--- config.mk ---
export PLATFORM = sky130hd
export DESIGN_NAME = matrix_fetch_ctrl_flat
export DESIGN_NICKNAME = d
export VERILOG_FILES = /design/src/rtl/matrix_fetch_if.sv /design/src/rtl/matrix_fetch_ctrl.sv /design/src/flat_wrapper.sv
export SDC_FILE = /design/constraint.sdc
export NUM_CORES = 1
export LEC_CHECK = 0
export CORE_AREA = 2 2 113 115
export CTS_CLUSTER_SIZE = 28
export DETAILED_ROUTE_END_ITERATION = 8
export DIE_AREA = 0 0 115 117
export PLACE_DENSITY = 0.8
export SYNTH_ARGS = -nofsm -noshare
export SYNTH_HDL_FRONTEND = slang
export SYNTH_SLANG_ARGS = --single-unit
--- constraint.sdc ---
create_clock -name clk_i -period 5.3 [get_ports clk_i]
set_input_delay 0.53 -clock clk_i [delete_from_list [all_inputs] [get_ports clk_i]]
set_output_delay 0.53 -clock clk_i [all_outputs]
set_load 0.01 [all_outputs]
--- src/rtl/matrix_fetch_if.sv ---
// matrix_fetch_if: bundles the job, DDR read-port and matrix-FIFO signals of matrix_fetch_ctrl.
//   slave  - controller side (matrix_fetch_ctrl)
//   master - environment side (job launcher, DDR read port, matrix FIFO)
// Signals:
//   start_i, base_addr_i, num_words_i, abort_i  job launch / cancel
//   busy_o, done_o, overflow_o                  job status
//   req_valid_o, req_addr_o, req_ready_i        DDR read request handshake
//   rsp_valid_i                                 DDR read data returned
//   fifo_push_o, fifo_full_i                    matrix FIFO write side
//   fifo_valid_i, fifo_pop_i                    matrix FIFO consumer side
interface matrix_fetch_if #(
    parameter int unsigned AddrWidth = 32,
    parameter int unsigned LenWidth  = 16
);
    logic                 start_i;
    logic [AddrWidth-1:0] base_addr_i;
    logic [LenWidth-1:0]  num_words_i;
    logic                 abort_i;
    logic                 busy_o;
    logic                 done_o;
    logic                 req_valid_o;
    logic [AddrWidth-1:0] req_addr_o;
    logic                 req_ready_i;
    logic                 rsp_valid_i;
    logic                 fifo_push_o;
    logic                 fifo_full_i;
    logic                 fifo_valid_i;
    logic                 fifo_pop_i;
    logic                 overflow_o;

    modport slave (
        input  start_i, base_addr_i, num_words_i, abort_i, req_ready_i, rsp_valid_i,
               fifo_full_i, fifo_valid_i, fifo_pop_i,
        output busy_o, done_o, req_valid_o, req_addr_o, fifo_push_o, overflow_o
    );

    modport master (
        output start_i, base_addr_i, num_words_i, abort_i, req_ready_i, rsp_valid_i,
               fifo_full_i, fifo_valid_i, fifo_pop_i,
        input  busy_o, done_o, req_valid_o, req_addr_o, fifo_push_o, overflow_o
    );
endinterface

--- src/rtl/matrix_fetch_ctrl.sv ---
// matrix_fetch_ctrl: sequences the DDR word reads that fill the ternary matrix FIFO for one
// matmul pass. Requests are only issued when a FIFO slot is guaranteed for the returning word
// (in-flight + resident words stay below FifoDepth). Consumer cell pops retire words; the job
// completes once every requested word has been fully consumed.
// Ports:
//   clk_i  clock
//   rst_i  asynchronous, active-high reset
//   bus    matrix_fetch_if.slave: job control/status, DDR request/response, FIFO push/pop
module matrix_fetch_ctrl #(
    parameter int unsigned AddrWidth    = 32,
    parameter int unsigned WordBytes    = 64,
    parameter int unsigned CellsPerWord = 256,
    parameter int unsigned FifoDepth    = 8,
    parameter int unsigned MaxOutstand  = 4,
    parameter int unsigned LenWidth     = 16
) (
    input logic           clk_i,
    input logic           rst_i,
    matrix_fetch_if.slave bus
);
    // Outstanding and resident counts share a width: MaxOutstand never exceeds FifoDepth.
    localparam int unsigned CntW  = $clog2(FifoDepth + 1);
    localparam int unsigned CellW = (CellsPerWord > 1) ? $clog2(CellsPerWord) : 1;

    localparam logic [CntW-1:0]  OutLim   = CntW'(MaxOutstand);
    localparam logic [CntW:0]    DepthLim = (CntW + 1)'(FifoDepth);
    localparam logic [CellW-1:0] LastCell = CellW'(CellsPerWord - 1);

    localparam logic [1:0] StIdle  = 2'd0;
    localparam logic [1:0] StFetch = 2'd1;
    localparam logic [1:0] StDrain = 2'd2;

    logic [1:0]           state_q, state_d;
    logic [LenWidth-1:0]  len_q, len_d;
    logic [LenWidth-1:0]  issued_q, issued_d;
    logic [LenWidth-1:0]  popped_q, popped_d;
    logic [CntW-1:0]      out_q, out_d;
    logic [CntW-1:0]      res_q, res_d;
    logic [CellW-1:0]     cell_q, cell_d;
    logic [AddrWidth-1:0] addr_q, addr_d;
    logic                 busy_q, busy_d;
    logic                 done_q, done_d;
    logic                 ovf_q, ovf_d;

    logic          in_fetch;
    logic [CntW:0] credit_used;
    logic          req_valid;
    logic          fire;
    logic          rsp_fetch;
    logic          rsp_drain;
    logic          pop;
    logic          retire;

    assign in_fetch    = (state_q == StFetch);
    assign credit_used = {1'b0, out_q} + {1'b0, res_q};
    // Purely from registered state so req_ready_i never feeds back into req_valid_o.
    assign req_valid   = in_fetch && (issued_q < len_q) && (out_q < OutLim) &&
                         (credit_used < DepthLim);
    assign fire        = req_valid && bus.req_ready_i;
    assign rsp_fetch   = bus.rsp_valid_i && in_fetch;
    // Guard keeps the drain count from wrapping on a spurious response.
    assign rsp_drain   = bus.rsp_valid_i && (state_q == StDrain) && (out_q != '0);
    assign pop         = bus.fifo_pop_i && bus.fifo_valid_i && in_fetch;
    assign retire      = pop && (cell_q == LastCell);

    always_comb begin
        state_d  = state_q;
        len_d    = len_q;
        issued_d = issued_q;
        popped_d = popped_q;
        out_d    = out_q;
        res_d    = res_q;
        cell_d   = cell_q;
        addr_d   = addr_q;
        done_d   = 1'b0;
        ovf_d    = ovf_q || (rsp_fetch && bus.fifo_full_i);

        unique case (state_q)
            StIdle: begin
                if (bus.start_i) begin
                    len_d    = bus.num_words_i;
                    issued_d = '0;
                    popped_d = '0;
                    out_d    = '0;
                    res_d    = '0;
                    cell_d   = '0;
                    addr_d   = bus.base_addr_i;
                    if (bus.num_words_i == '0) begin
                        done_d = 1'b1;
                    end else begin
                        state_d = StFetch;
                    end
                end
            end
            StFetch: begin
                issued_d = issued_q + LenWidth'(fire);
                out_d    = out_q + CntW'(fire) - CntW'(rsp_fetch);
                res_d    = res_q + CntW'(rsp_fetch) - CntW'(retire);
                popped_d = popped_q + LenWidth'(retire);
                if (pop) begin
                    cell_d = retire ? '0 : cell_q + 1'b1;
                end
                if (fire) begin
                    addr_d = addr_q + AddrWidth'(WordBytes);
                end
                // Completion is judged on the post-edge counts and takes priority over abort.
                if ((issued_d == len_q) && (popped_d == len_q)) begin
                    state_d = StIdle;
                    done_d  = 1'b1;
                end else if (bus.abort_i) begin
                    state_d = (out_d == '0) ? StIdle : StDrain;
                end
            end
            StDrain: begin
                out_d = out_q - CntW'(rsp_drain);
                if (out_d == '0) begin
                    state_d = StIdle;
                end
            end
            default: begin
                state_d = StIdle;
            end
        endcase
    end

    assign busy_d = (state_d != StIdle);

    always_ff @(posedge clk_i or posedge rst_i) begin
        if (rst_i) begin
            state_q  <= StIdle;
            len_q    <= '0;
            issued_q <= '0;
            popped_q <= '0;
            out_q    <= '0;
            res_q    <= '0;
            cell_q   <= '0;
            addr_q   <= '0;
            busy_q   <= 1'b0;
            done_q   <= 1'b0;
            ovf_q    <= 1'b0;
        end else begin
            state_q  <= state_d;
            len_q    <= len_d;
            issued_q <= issued_d;
            popped_q <= popped_d;
            out_q    <= out_d;
            res_q    <= res_d;
            cell_q   <= cell_d;
            addr_q   <= addr_d;
            busy_q   <= busy_d;
            done_q   <= done_d;
            ovf_q    <= ovf_d;
        end
    end

    assign bus.busy_o      = busy_q;
    assign bus.done_o      = done_q;
    assign bus.req_valid_o = req_valid;
    assign bus.req_addr_o  = addr_q;
    assign bus.fifo_push_o = rsp_fetch;
    assign bus.overflow_o  = ovf_q;
endmodule

--- src/flat_wrapper.sv ---
// flat-port wrapper written by rule: the top's interface ports become plain ports
module matrix_fetch_ctrl_flat 
#(
    parameter int unsigned AddrWidth    = 32,
    parameter int unsigned WordBytes    = 64,
    parameter int unsigned CellsPerWord = 256,
    parameter int unsigned FifoDepth    = 8,
    parameter int unsigned MaxOutstand  = 4,
    parameter int unsigned LenWidth     = 16
)
  (clk_i, rst_i, bus_start_i, bus_base_addr_i, bus_num_words_i, bus_abort_i, bus_req_ready_i, bus_rsp_valid_i, bus_fifo_full_i, bus_fifo_valid_i, bus_fifo_pop_i, bus_busy_o, bus_done_o, bus_req_valid_o, bus_req_addr_o, bus_fifo_push_o, bus_overflow_o);
  matrix_fetch_if #(.AddrWidth(AddrWidth), .LenWidth(LenWidth)) bus_i ();
  input logic clk_i;
  input logic rst_i;
  input wire logic [$bits(bus_i.start_i)-1:0] bus_start_i;
  input wire logic [$bits(bus_i.base_addr_i)-1:0] bus_base_addr_i;
  input wire logic [$bits(bus_i.num_words_i)-1:0] bus_num_words_i;
  input wire logic [$bits(bus_i.abort_i)-1:0] bus_abort_i;
  input wire logic [$bits(bus_i.req_ready_i)-1:0] bus_req_ready_i;
  input wire logic [$bits(bus_i.rsp_valid_i)-1:0] bus_rsp_valid_i;
  input wire logic [$bits(bus_i.fifo_full_i)-1:0] bus_fifo_full_i;
  input wire logic [$bits(bus_i.fifo_valid_i)-1:0] bus_fifo_valid_i;
  input wire logic [$bits(bus_i.fifo_pop_i)-1:0] bus_fifo_pop_i;
  output wire logic [$bits(bus_i.busy_o)-1:0] bus_busy_o;
  output wire logic [$bits(bus_i.done_o)-1:0] bus_done_o;
  output wire logic [$bits(bus_i.req_valid_o)-1:0] bus_req_valid_o;
  output wire logic [$bits(bus_i.req_addr_o)-1:0] bus_req_addr_o;
  output wire logic [$bits(bus_i.fifo_push_o)-1:0] bus_fifo_push_o;
  output wire logic [$bits(bus_i.overflow_o)-1:0] bus_overflow_o;
  assign bus_i.start_i = bus_start_i;
  assign bus_i.base_addr_i = bus_base_addr_i;
  assign bus_i.num_words_i = bus_num_words_i;
  assign bus_i.abort_i = bus_abort_i;
  assign bus_i.req_ready_i = bus_req_ready_i;
  assign bus_i.rsp_valid_i = bus_rsp_valid_i;
  assign bus_i.fifo_full_i = bus_fifo_full_i;
  assign bus_i.fifo_valid_i = bus_fifo_valid_i;
  assign bus_i.fifo_pop_i = bus_fifo_pop_i;
  assign bus_busy_o = bus_i.busy_o;
  assign bus_done_o = bus_i.done_o;
  assign bus_req_valid_o = bus_i.req_valid_o;
  assign bus_req_addr_o = bus_i.req_addr_o;
  assign bus_fifo_push_o = bus_i.fifo_push_o;
  assign bus_overflow_o = bus_i.overflow_o;
  matrix_fetch_ctrl #(.AddrWidth(AddrWidth), .WordBytes(WordBytes), .CellsPerWord(CellsPerWord), .FifoDepth(FifoDepth), .MaxOutstand(MaxOutstand), .LenWidth(LenWidth)) u_core (.clk_i(clk_i), .rst_i(rst_i), .bus(bus_i));
endmodule
==> results_dict.tcl <==
set metrics [dict create \
    outcome "finished, final reports clean" \
    ys_seq_elements 101 \
    fin_crit_sh_pct 89.5 \
    ys_types 75 \
    grt_pass1_wl_um 32000 \
    core_area_sq_um 12300 \
    vias 6546 \
    hold_viol 0 \
    cts_buffers 9 \
    timing.final.ws_setup_ns 0.557 \
    post_cts_buffers 0 \
    fin_area_sq_um 8110 \
    dr.first_iter.drc_count 666 \
    syn2layout_area_growth_pct 20.7 \
    instances_no_fill 1025 \
    hold_class "register to register" \
    synth_nets 886 \
    dieHeight_um 117 \
    wl_um 20000 \
    grt_pass1_vias 6368 \
    initial_core_util_pct 54.6 \
    post-place-cells 1011 \
    seqPwrFrac_pct 31.6 \
    end_kind "register" \
    die_area_sq_um 13500 \
    antenna_left 0 \
    drc 0 \
    cap_violations 0 \
    yosysWarnings 0 \
    holdWs_ns 0.470 \
    tns_ns 0 \
    setup_violations 0 \
    diodes 0 \
    synth-edff-count 0 \
    power.density_nw_per_um2 486 \
    clock_sinks 101 \
    relSlewSlack_pct 38.2 \
    fin_skew_ns 0.00417 \
    grt_max_degree 64 \
    max_freq_ghz 0.211 \
    vias_per_cell 6.39 \
    portBuffers 93 \
    syn-cell-area_sq_um 6720 \
    synth_top_cell_by_area "dfrtp_1" \
    worst_pin_slew_ns 0.922 \
    dr.pass1.iters 9 \
    cts_root_buf "clkbuf_16" \
    cp-start-kind "register" \
    grtUsageTotal_pct 30.5 \
    cp_max_fo 5 \
    boundaryPins 94 \
    utilization_pct 65.9 \
    rsz0062_at_grt "false" \
    synth-seq-area-share_pct 37.6 \
    synth_top_area_share_pct 37.6 \
    p_total_mw 3.94 \
    synth_top_flop_cell "dfrtp_1" \
    cts_resized 0 \
    fin_crit_ns 4.74 \
    ctsHoldBuffers 0 \
    placed_area_sq_um 7810 \
    clkPwrFrac_pct 17.5 \
    leakage_nw 3.48 \
    synth_cells 787 \
    async_reset_ff_share_pct 100 \
    wire_per_inst_um 19.5 \
    clk_pin_slew_ns 0.07 \
    pwr-share-comb_pct 50.9 \
    synth.area.top_cells "dfrtp_1 38%, nand2_1 8.0%, ha_1 7.4%" \
    gp_congestion 0.969 \
    grt_overflow 0 \
    internal-power_mw 2.25 \
    avgSynthCellArea_sq_um 8.54 \
    die_w_um 115 \
    dpl_worst_slack_ns 0.658 \
    cts_tree "built" \
    dpl.hpwl_um 14300 \
    htree_levels 3 \
    drv_slew 0 \
    crit_type "register to register" \
    fin_nets 971 \
    switchingPower_mw 1.69 \
    antenna_found_initial 0 \
    ir_drop_mv 0.273 \
    final_common_cell "nand2_1" \
    cts_buffer_depth 2 \
    final_layout_size_suffix_gt1_share_pct 5.37 \
    switching_share_pct 42.9 \
    insertion_delay_ns 0.35 \
    layout_common_cells "143 x nand2_1, 101 x dfrtp_1, 93 x clkdlybuf4s50_1" \
    cp.required_ns 5.50 \
    arrival_ns 4.94 \
    core.rowCount 41 \
]
registers in the layout (all words and copies together), names as in the netlist:
name	cells
u_core.state_q	2
u_core.cell_q	8
u_core.bus.done_o	1
u_core.len_q	16
u_core.out_q	4
u_core.popped_q	16
u_core.bus.overflow_o	1
u_core.res_q	4
u_core.bus.busy_o	1
u_core.bus.req_addr_o	32
u_core.issued_q	16
layout make-up:
| type | instances | area [sq um] |
|---|---|---|
| well taps | 150 | 188 |
| repair buffers | 105 | 1020 |
| inverters | 44 | 168 |
| fillers | 1017 | 4200 |
| clock inverters | 1 | 30.0 |
| clock buffers | 13 | 270 |
| multi-input cells | 611 | 3910 |
| flip-flops and latches | 101 | 2530 |
power by group through the flow:
stage / Combinational, mW / Sequential, mW / Clock [mW]
final: 2.01 / 1.25 / 0.690
after detailed placement: 1.96 / 1.25 / 0
after global placement: 1.91 / 1.23 / 0
after CTS: 1.99 / 1.24 / 0.698
after floorplan: 1.20 / 1.24 / 0
after global routing: 2.20 / 1.28 / 0.732
synthesized netlist by cell type, types with 8 or more instances:
master,instances
a21oi_1,27
a22o_1,8
nor2_1,35
nand4_1,12
or3_1,12
o211ai_1,10
nand3_1,29
and3_1,14
dfrtp_1,101
clkbuf_1,23
a21o_1,12
xnor2_1,26
o31ai_1,13
nor3_1,14
xor2_1,13
ha_1,40
nand2_1,143
nor4_1,8
a31oi_1,11
inv_1,44
o21ai_0,76
critical path, stage by stage (launching register included):
cell and delay, ns:
dfrtp_1 0.44, inv_1 0.13, ha_1 0.18, nor4bb_1 0.31, o211ai_1 0.13, a21oi_1 0.26
o21ai_0 0.33, nor3_1 0.32, ha_1 0.25, ha_1 0.26, or3_1 0.35, a222oi_1 0.30
o21ai_0 0.18, a221o_1 0.29, or4_1 0.45, nor4_4 0.26, a41oi_1 0.16
logic make-up after synthesis:
logic type,after synthesis,synth area share (%)
and+or+nand+nor,311,23.1
AOI/OAI and AO/OA,215,21.2
DFF,101,37.6
buffers and inverters,75,4.34
adders and majority gates,42,8.04
xor gates and xnor gates,39,5.08
muxes,4,0.689
worst paths after layout:
| path | startpoint | end | slack, ns | cells after the start |
|---|---|---|---|---|
| hold / removal | u_core.bus.overflow_o$_DFF_PP0_ | u_core.bus.overflow_o$_DFF_PP0_ | 0.47 | 1 |
| setup reg to reg | u_core.out_q[2]$_DFFE_PP0P_ | u_core.bus.busy_o$_DFF_PP0_ | 0.56 | 16 |
| min in group asynchronous | rst_i | u_core.issued_q[5]$_DFFE_PP0P_ | 0.69 | 2 |
| hold reg to reg | u_core.bus.overflow_o$_DFF_PP0_ | u_core.bus.overflow_o$_DFF_PP0_ | 0.47 | 1 |
| setup / recovery | u_core.out_q[2]$_DFFE_PP0P_ | u_core.bus.busy_o$_DFF_PP0_ | 0.56 | 16 |
| max in group asynchronous | rst_i | u_core.cell_q[6]$_DFFE_PP0P_ | 3.57 | 3 |
routing by layer:
layer / up-vias / global-route usage [%] / part of all wire, %
met5: - / 0 / 0
met4: 0 / 13.3 / 2.9
met3: 52 / 4.63 / 6.9
met2: 334 / 48.9 / 47
met1: 3137 / 41.3 / 43
li1: 3023 / - / -
(Power assumes the default switching activity.)
==> variant 1, RTL diff (same flow settings) <==
`CellsPerWord` is set to 256 in 2 places; all go to 128.
--- a/src/rtl/matrix_fetch_ctrl.sv
+++ b/src/rtl/matrix_fetch_ctrl.sv
@@ -9,7 +9,7 @@
 module matrix_fetch_ctrl #(
     parameter int unsigned AddrWidth    = 32,
     parameter int unsigned WordBytes    = 64,
-    parameter int unsigned CellsPerWord = 256,
+    parameter int unsigned CellsPerWord = 128,
     parameter int unsigned FifoDepth    = 8,
     parameter int unsigned MaxOutstand  = 4,
     parameter int unsigned LenWidth     = 16
--- a/src/flat_wrapper.sv
+++ b/src/flat_wrapper.sv
@@ -3,7 +3,7 @@
 #(
     parameter int unsigned AddrWidth    = 32,
     parameter int unsigned WordBytes    = 64,
-    parameter int unsigned CellsPerWord = 256,
+    parameter int unsigned CellsPerWord = 128,
     parameter int unsigned FifoDepth    = 8,
     parameter int unsigned MaxOutstand  = 4,
     parameter int unsigned LenWidth     = 16
Check against the original RTL: no difference found for any inputs over 4 cycles, from zero or initial values and one cycle with rst_i high; that may be too few to reach the edited logic, so the function may still have changed.
==> variant 1 against the original RTL <==
- final area up 2.2%
- total power up 9.0%
- routed wire length up 2.7%
- area after synthesis up 3.3%
- sequential cell count down 1
- worst hold slack better by 11 ps
- utilization up 1.4 points
- setup slack better by 360 ps
==> variant 1: results (changes against the original RTL) <==
- Comb pwr: 0.00226 W (was 0.00201 W)
- CP startpoint: u_core.issued_q[6]$_DFFE_PP0P_ (was u_core.out_q[2]$_DFFE_PP0P_)
- Outcome: finished, final reports clean (unchanged)
- Vias in the first global route: 6,409 (was 6,368)
- R2r worst-path depth: 17 (was 16)
- WL met2: 9750 um (was 9410 um)
- Fin nets: 967 (was 971)
- GRT Overall Usage: 0.314 (was 0.305)
- Seq/Total Area, Yosys: 0.360 (was 0.376)
- Post-route insts no fill: 1,023 (was 1,025)
- Grt met3 use: 0.0572 (was 0.0463)
- Top post-synthesis cells by area: dfrtp_1, ha_1, nand2_1 (was dfrtp_1, nand2_1, ha_1)
- Flop2flop setup slack: 920 ps (was 560 ps)
- Dpl hpwl: 14,900 um (was 14,300 um)
- Met3 wire length: 1360 um (was 1380 um)
- Synth Net Count: 888 (was 886)
- Mux share of post-synthesis cell area: 0.0331 (was 0.00689)
- First-pass GRT wire length: 32,600 um (was 32,000 um)
- LEAKAGE: 3.51 nW (was 3.48 nW)
- Mapped Cells: 789 (was 787)
- Starting DRC count in detailed routing: 534 (was 666)
- Worst Tran Pin Value: 791 ps (was 922 ps)
- Post-synth top cells: nand2_1, dfrtp_1, o21ai_0 (unchanged)
- Pwr Density: 519 mW/mm^2 (was 486 mW/mm^2)
- Share of layout cells above drive strength 1: 0.0825 (was 0.0537)
- Layout Skew: 8.93 ps (was 4.17 ps)
- Placed cell count: 1,007 (was 1,011)
- Met1 Use GR: 0.396 (was 0.413)
- Pre-CTS setup slack: 996 ps (was 658 ps)
- Largest net degree at the start of global routing: 61 (was 64)
- Compound-Gate Fraction of Synth Area: 0.199 (was 0.212)
- Drt first pass iters: 5 (was 9)
- Sw frac: 0.445 (was 0.429)
- Min Hold Slack: 481 ps (was 470 ps)
- XOR/XNOR share of the synthesized area: 0.0605 (was 0.0508)
[variant 1: changes by cell type after synthesis, sizes merged, moves of 7 or more]
cell,delta
xnor2,+7
nor2,+13
nand2,-34
nand3,-7
o22ai,+8
o211ai,-10
a211oi,+15
nor3,+9
and3,+11
o21ai,-13
mux2,+14
o31ai,-7
a21o,-7
[variant 1: cell type report]
class,instances,area [um^2]
multi-input cells,614,4110
fillers,965,4020
flip-flops and latches,100,2500
repair buffers,103,1010
clock buffers,10,239
well taps,150,188
inverters,40,153
clock inverters,6,95.1
[variant 1: worst max-delay path: stages (launching register included)]
cell	delay (ps)
dfrtp_1	460
ha_1	340
a21o_1	180
a211oi_1	270
o21a_1	180
o21ai_0	110
a21oi_1	150
nand2b_1	120
and3_1	200
ha_1	230
ha_1	270
nand2_1	190
nor4_2	320
xnor2_1	160
nor4_2	270
o2111ai_1	220
nor4_4	390
a41oi_1	170
==> variant 2, RTL diff (same flow settings) <==
Made on the original files. Reset style: synchronous (`rst_i`), changed in one clocked block. Comments in the files are not updated.
--- a/src/rtl/matrix_fetch_ctrl.sv
+++ b/src/rtl/matrix_fetch_ctrl.sv
@@ -125,7 +125,7 @@
 
     assign busy_d = (state_d != StIdle);
 
-    always_ff @(posedge clk_i or posedge rst_i) begin
+    always_ff @(posedge clk_i) begin
         if (rst_i) begin
             state_q  <= StIdle;
             len_q    <= '0;
Check against the original RTL: differs if rst_i is asserted again (counterexample within 4 cycles, from zero or initial values and one cycle with rst_i high); with rst_i held inactive, the same outputs for 4 cycles.
==> variant 2 against the original RTL <==
- sequential share of layout area decreased by 5.4 points
- setup slack better by 410 ps
- count of clock-buffer cells in the layout is 4 lower
- area after synthesis decreased by 1.2%
- sequential cell count unchanged
- final area decreased by 3.1%
- synthesized cell count grew 11%
- routed wire length shrank 9.9%
Power is not compared: it rests on default switching activity, and its combinational part moved more than twofold at a synthesized area within 25%.
==> variant 2: results (changes against the original RTL) <==
- Worst path max stage delay: 480 ps (was 450 ps)
- Dpl hpwl: 13,000 um (was 14,300 um)
- R2r worst-path depth: 14 (was 16)
- Outcome: finished, final reports clean (unchanged)
- Nonclk inv count: 40 (was 44)
- Register area: 0.00202 mm^2 (was 0.00253 mm^2)
- Fraction of area in multi-input gates: 0.536 (was 0.482)
- Bufs w/o clock: 101 (was 105)
- Flop2flop setup slack: 960 ps (was 560 ps)
- Largest net degree at the start of global routing: 50 (was 64)
- Multi-input logic cell count: 684 (was 611)
- Seq/Total Area, Yosys: 0.305 (was 0.376)
- CP max stage cell: dfxtp_1 (was or4_1)
- Non-clk buf share: 0.125 (was 0.126)
- GRT Overall Usage: 0.277 (was 0.305)
- Starting DRC count in detailed routing: 541 (was 666)
- Worst path top cell family by delay: compound AO/OA/AOI/OAI gates (was simple AND/OR/NAND/NOR gates)
- Fin nets: 1,036 (was 971)
- Drt first pass iters: 5 (was 9)
- Clk_buf instances: 9 (was 13)
- Critical path peak fanout: 9 (was 5)
- Routability cong.: 0.907 (was 0.969)
- Clock Latency Late Sink: 370 ps (was 350 ps)
- Vias in the first global route: 6,077 (was 6,368)
- Layout Skew: 5.62 ps (was 4.17 ps)
==> variant 2: cell families (layout without fill, tap and decap cells) <==
group,Yosys count,after routing,share of synthesized area
simple gates,365,365,0.265
fa+ha+maj,42,42,0.0814
xor+xnor,44,44,0.0580
compound gates,228,228,0.222
flops,101,101,0.305
mux,5,5,0.00754
buf+inv,92,157,0.0611
==> variant 2: through the flow <==
| stage | hold slack [ps] | total power [W] | worst slack [ps] | cells | utilization |
|---|---|---|---|---|---|
| final | 454 | 0.00218 | 963 | 1092 | 0.638 |
| after global placement | 442 | 0.00150 | 1180 | 1076 | 0.614 |
| after CTS | 456 | 0.00219 | 1030 | 1092 | 0.638 |
| after global routing | 481 | 0.00230 | 691 | 1092 | 0.638 |
| after floorplan | 436 | 0.00126 | 1540 | 877 | - |
| after detailed placement | 447 | 0.00151 | 956 | 1076 | 0.614 |
==> variant 2: worst paths after layout <==
kind,end,startpoint
worst min register to register,u_core.bus.req_addr_o[2]$_SDFFE_PP0P_,u_core.bus.req_addr_o[2]$_SDFFE_PP0P_
worst max-delay path,u_core.state_q[0]$_SDFF_PP0_,u_core.issued_q[6]$_SDFFE_PP0P_
worst min-delay path,u_core.bus.req_addr_o[2]$_SDFFE_PP0P_,u_core.bus.req_addr_o[2]$_SDFFE_PP0P_
worst max register to register,u_core.state_q[0]$_SDFF_PP0_,u_core.issued_q[6]$_SDFFE_PP0P_
==> variant 2: per-layer routing <==
layer / up-vias / routed length (um) / track usage / share of wire
met1: 3068 / 8180 / 0.371 / 0.45
met4: 0 / 354 / 0.0811 / 0.020
met5: - / 0 / 0 / 0
met2: 203 / 8260 / 0.443 / 0.46
li1: 3257 / - / - / -
met3: 31 / 1230 / 0.0705 / 0.068
